**src/rtl/regfile_wb_sched.sv**
```systemverilog
`timescale 1ns/1ps
// Write-port scheduler for the 32x32 register file: the pipeline writeback has priority,
// long-latency results are buffered in a 2-deep FIFO, and pending destinations are tracked for decode.
module regfile_wb_sched #(
  parameter int MAX_OUT    = 4,
  parameter int STARVE_LIM = 4
) (
  input  logic        clk,
  input  logic        rst,
  input  logic        wb_we,
  input  logic [4:0]  wb_waddr,
  input  logic [31:0] wb_wdata,
  output logic        wb_stall,
  input  logic        lu_valid,
  input  logic [4:0]  lu_waddr,
  input  logic [31:0] lu_wdata,
  output logic        lu_ready,
  input  logic        issue_valid,
  input  logic [4:0]  issue_waddr,
  output logic        issue_ready,
  input  logic [4:0]  chk_addr1,
  input  logic [4:0]  chk_addr2,
  output logic        chk_busy1,
  output logic        chk_busy2,
  output logic        rf_we,
  output logic [4:0]  rf_waddr,
  output logic [31:0] rf_wdata
);

  localparam int OW = $clog2(MAX_OUT + 1);
  localparam int SW = $clog2(STARVE_LIM) + 1;
  localparam logic [OW-1:0] OUT_LIM    = OW'(MAX_OUT);
  localparam logic [SW-1:0] STARVE_TOP = SW'(STARVE_LIM - 1);

  typedef struct packed {
    logic [4:0]  waddr;
    logic [31:0] wdata;
  } entry_t;

  entry_t          fifo [2];
  logic            rd_ptr;
  logic            wr_ptr;
  logic [1:0]      count;
  logic [31:0]     pending;
  logic [OW-1:0]   outstanding;
  logic [SW-1:0]   starve;

  logic            run;
  logic            non_empty;
  entry_t          head;
  logic            wb_hit;
  logic            push;
  logic            pop;
  logic            set_en;
  logic            clr_en;
  logic [31:0]     set_mask;
  logic [31:0]     clr_mask;

  assign run       = rst;
  assign non_empty = (count != 2'd0);
  assign head      = fifo[rd_ptr];
  assign wb_hit    = wb_we && (wb_waddr != 5'd0);

  assign lu_ready    = run && (count < 2'd2);
  assign issue_ready = run && !pending[issue_waddr] && (outstanding < OUT_LIM);

  assign push = lu_valid && lu_ready;
  // A stalled pipeline yields the port to the FIFO head; otherwise the FIFO only fills idle slots.
  assign pop  = run && non_empty && (wb_stall || !wb_hit);

  assign set_en   = issue_valid && issue_ready && (issue_waddr != 5'd0);
  assign clr_en   = pop && pending[head.waddr];
  assign set_mask = set_en ? (32'd1 << issue_waddr) : 32'd0;
  assign clr_mask = clr_en ? (32'd1 << head.waddr) : 32'd0;

  // The register file forwards popped data, so a reader of that address need not stall.
  assign chk_busy1 = run && pending[chk_addr1] && (chk_addr1 != 5'd0) &&
                     !(pop && (head.waddr == chk_addr1));
  assign chk_busy2 = run && pending[chk_addr2] && (chk_addr2 != 5'd0) &&
                     !(pop && (head.waddr == chk_addr2));

  // NOTE: every output of this block gets a default first so no latch is inferred.
  always_comb begin
    rf_we    = 1'b0;
    rf_waddr = 5'd0;
    rf_wdata = 32'd0;
    if (pop) begin
      rf_we    = 1'b1;
      rf_waddr = head.waddr;
      rf_wdata = head.wdata;
    end else if (run && wb_hit) begin
      rf_we    = 1'b1;
      rf_waddr = wb_waddr;
      rf_wdata = wb_wdata;
    end
  end

  // NOTE: FIFO storage has no reset; count and pointers alone decide what is valid.
  always_ff @(posedge clk) begin
    if (push) fifo[wr_ptr] <= {lu_waddr, lu_wdata};
  end

  // NOTE: sequential state uses non-blocking assignments only.
  always_ff @(posedge clk) begin
    if (!rst) begin
      rd_ptr      <= 1'b0;
      wr_ptr      <= 1'b0;
      count       <= 2'd0;
      pending     <= 32'd0;
      outstanding <= '0;
      starve      <= '0;
      wb_stall    <= 1'b0;
    end else begin
      if (push) wr_ptr <= ~wr_ptr;
      if (pop)  rd_ptr <= ~rd_ptr;
      count   <= count + {1'b0, push} - {1'b0, pop};
      pending <= (pending | set_mask) & ~clr_mask;

      case ({set_en, clr_en})
        2'b10:   outstanding <= outstanding + OW'(1);
        2'b01:   outstanding <= outstanding - OW'(1);
        default: outstanding <= outstanding;
      endcase

      if (pop || !non_empty) starve <= '0;
      else                   starve <= starve + SW'(1);

      // The stall lasts exactly one cycle: the head always pops while it is asserted.
      if (pop)                                   wb_stall <= 1'b0;
      else if (non_empty && starve == STARVE_TOP) wb_stall <= 1'b1;
    end
  end

endmodule

```
**config.mk**
```make
export PLATFORM = sky130hd
export DESIGN_NAME = regfile_wb_sched
export DESIGN_NICKNAME = d
export VERILOG_FILES = /design/src/rtl/regfile_wb_sched.sv
export SDC_FILE = /design/constraint.sdc
export NUM_CORES = 1
export LEC_CHECK = 0
export BUFFER_PORTS_ARGS = -buffer_cell sky130_fd_sc_hd__buf_2
export CORE_ASPECT_RATIO = 1.2
export CORE_MARGIN = 2
export CORE_UTILIZATION = 54
export CTS_CLUSTER_SIZE = 40
export DETAILED_ROUTE_END_ITERATION = 8
export GPL_ROUTABILITY_DRIVEN = 0
export MAX_ROUTING_LAYER = met4
export PLACE_DENSITY_LB_ADDON = 0.1
export SLEW_MARGIN = 20
export SYNTH_ARGS = -nofsm -noshare
export SYNTH_HDL_FRONTEND = slang
export SYNTH_SLANG_ARGS = --single-unit
```
**constraint.sdc**
```tcl
create_clock -name clk -period 7.8 [get_ports clk]
set_clock_uncertainty 0.2 [all_clocks]
set_input_delay 0.39 -clock clk [delete_from_list [all_inputs] [get_ports clk]]
set_output_delay 0.39 -clock clk [all_outputs]
set_load 0.01 [all_outputs]
```
==> summary.md <==
| Metric | Value |
|---|---|
| Initial antenna violation count | 0 |
| Fin crit period | 3.944 ns |
| Worst-Skew Late Latency | 0.41 ns |
| LEAKAGE | 3.156 nW |
| Async SR Flop Fraction | 0% |
| WP data arrival | 4.08 ns |
| I/O pin count | 137 |
| Slowest stage delay, CP | 0.64 ns |
| Worst Hold Class | flop to flop |
| Synth top cells by count | edfxtp_1, mux2i_1, o21ai_0 |
| Via density | 6.302 |
| Setup TNS | 0 ns |
| Area contributors post-synth | edfxtp_1, dfxtp_1, mux2i_1, mux4_2, o21ai_0 |
| Total number of clock tree sinks | 118 |
| Worst EP required | 7.94 ns |
| Ys Warns | 0 |
| Synth area leader | edfxtp_1 |
| MaxCap Viol Count | 0 |
| Final cell count without fillers | 927 |
| DP HPWL | 12920 um |
| Mapped Nets | 695 |
| Clk root buf | clkbuf_16 |
| Drt total wl | 18910 um |
| IO Port Bufs | 136 |
| Fin nets | 853 |
| Slew @ Worst Pin | 0.8795 ns |
| Crit Path Max Fanout | 36 |
| Post-synth top area share | 33.48% |
| Setup crit start kind | flop |
| Met3 GRT Util | 6.152% |
| Synth unique cells | 76 |
| Register area share after synthesis | 46.75% |
| Placed insts | 857 |
| Max VDD drop | 0.0002252 V |
| DRT iter0 DRCs | 446 |
| Slew Viols, Final | 0 |
| Worst setup path class | flop to flop |
| WL per Instance | 20.40 um |
| Die width | 105.2 um |
| Largest delay contributor family on the critical path | buffers and inverters |
| Final setup fails | 0 |
| CTS tree | done |
| Die area | 13200 um2 |
| WP buf/inv | 2 |
| Die H | 125.5 um |
| First-pass GRT wire length | 29920 um |
| GR peak layer | met2 |
| Largest net degree at the start of global routing | 51 |
| GRT met1 Usage | 35.37% |
| Share of layout cells above drive strength 1 | 29.11% |
| CP Cell Sequence | buf_4 -> mux2_2 -> o311ai_1 -> nand2_1 -> o32ai_1 -> ha_1 -> inv_1 -> fa_1 -> xor2_1 -> or3_1 -> a21oi_1 |
| Synth Register Bits | 118 |
| Core area | 12060 um2 |
| Met2 Resource Use GR | 49.60% |
| RSZ-0062 raised after global routing | no |
| CTS Buf Count | 17 |
| Initial core utilization | 55.05% |
| Pwr Density | 227.3 nW/um2 |
| Count leader, synth | edfxtp_1 |
| Cells after Synth | 595 |
| Critical-path top delay cell | dfxtp_2 |
| ANT nets after route | 0 |
| # DRC | 0 |
| Tcrit/Tclk final | 50.56% |
| Clock transition at path regs | 0.05 ns |
| ANT cells | 0 |
| Slew HR | 41.37% |
| Status | completed |
| Area grow syn2layout | 26.64% |
| Fmax | 253.6 MHz |
| H-tree depth | 4 |
| Mapped cell area | 6638 um2 |
| Post-synth EDFFs | 74 |
| Syn Area/Cell | 11.16 um2 |
| # rows | 44 |
| GRT Util Overall | 29.83% |
| Crit path capture type | flop |
| Final Hold Fails | 0 |
| Drt first pass iters | 5 |
| CTS max path bufs | 2 |
| Vias after detailed routing | 5842 |
| Synth Flop Type | edfxtp_1 |
| Vias in the first global route | 5709 |
| Total grt overflow | 0 |
[report_power, final]
group          internal, W  total [W]  switching, W
combinational     0.000146   0.000358      0.000212
clock             0.000538   0.000829      0.000291
sequential        0.000697   0.000724     0.0000263
[stage by stage]
step | setup slack, ns | hold slack [ns] | instance area (um2) | utilization [%] | power (W)
6_report | 3.856 | 0.2160 | 8406 | 69.72 | 0.001911
5_1_grt | 3.664 | 0.2185 | 8406 | 69.72 | 0.001976
4_1_cts | 3.875 | 0.1962 | 8378 | 69.49 | 0.001908
3_5_place_dp | 3.885 | 0.2130 | 7377 | 61.19 | 0.001069
3_3_place_gp | 4.017 | 0.2075 | 7377 | 61.19 | 0.001063
2_1_floorplan | 4.528 | 0.1978 | 6638 | - | 0.0009619
[path summary, 6_finish.rpt]
path         startpoint        endpoint  slack (ns)  cells after the start
max                flop  outstanding[2]        3.86                     11
min           starve[0]       starve[0]        0.22                      1
max reg2reg        flop  outstanding[2]        3.86                     11
min reg2reg   starve[0]       starve[0]        0.22                      1
[worst register-to-register path: cells and delay by family (launching register included)]
| kind | cells | cell delay [ns] |
|---|---|---|
| muxes | 1 | 0.47 |
| DFF | 1 | 0.64 |
| buffers and inverters | 2 | 0.65 |
| and+or+nand+nor | 2 | 0.54 |
| xor gates and xnor gates | 1 | 0.16 |
| AOI/OAI and AO/OA | 3 | 0.55 |
| adders and majority gates | 2 | 0.64 |
[layout by cell type (no fill, tap or decap), types with 4 or more instances in the layout]
master and instances:
buf_2 136, edfxtp_1 74, mux2i_1 58, o21ai_0 47, nand3_1 45, dfxtp_1 43
dlygate4sd3_1 37, nor2_1 36, a21oi_1 26, nand2_1 23, mux4_2 18, a211oi_1 17
clkbuf_16 17, inv_1 13, a31oi_1 12, xnor2_1 9, a22oi_1 8, a32oi_1 8
mux2_2 6, and2_1 6, nor2b_1 6, nor4_1 6, xor2_1 6, nand3b_1 5
ha_1 5, buf_4 5, clkinvlp_4 4, bufinv_16 4
[per-layer routing]
metal | routed length, um | up-vias
met4 | 618 | 0
met2 | 9574 | 318
met5 | 0 | -
li1 | - | 2648
met3 | 1428 | 71
met1 | 7290 | 2805
[timing repair]
| action | CTS | global route |
|---|---|---|
| gates resized for setup | 0 | 0 |
| endpoints found under the hold margin | 74 | 0 |
| setup buffers | 0 | 0 |
| hold buffers | 37 | 0 |
[state kept, by name, indices dropped and copies added (netlist names), named ones only]
signal       cells
wb_stall         1
starve           3
pending         32
rd_ptr           1
count            2
wr_ptr           1
fifo            74
outstanding      3
[kinds of logic after synthesis]
kind of cell | count (synthesis) | share of synthesized area, %
and+or+nand+nor | 159 | 13.23
AOI/OAI and AO/OA | 158 | 16.65
DFF | 118 | 46.75
muxes | 84 | 16.38
buffers and inverters | 55 | 3.770
xor gates and xnor gates | 15 | 1.979
adders and majority gates | 6 | 1.244
[layout make-up]
class | instances | area (um2)
clock buffers | 18 | 429.2
repair buffers | 179 | 1116
multi-input cells | 422 | 3296
clock inverters | 14 | 201.4
well taps | 161 | 201.4
fillers | 873 | 3651
inverters | 15 | 57.56
flip-flops and latches | 118 | 3104
(Power assumes the default switching activity.)
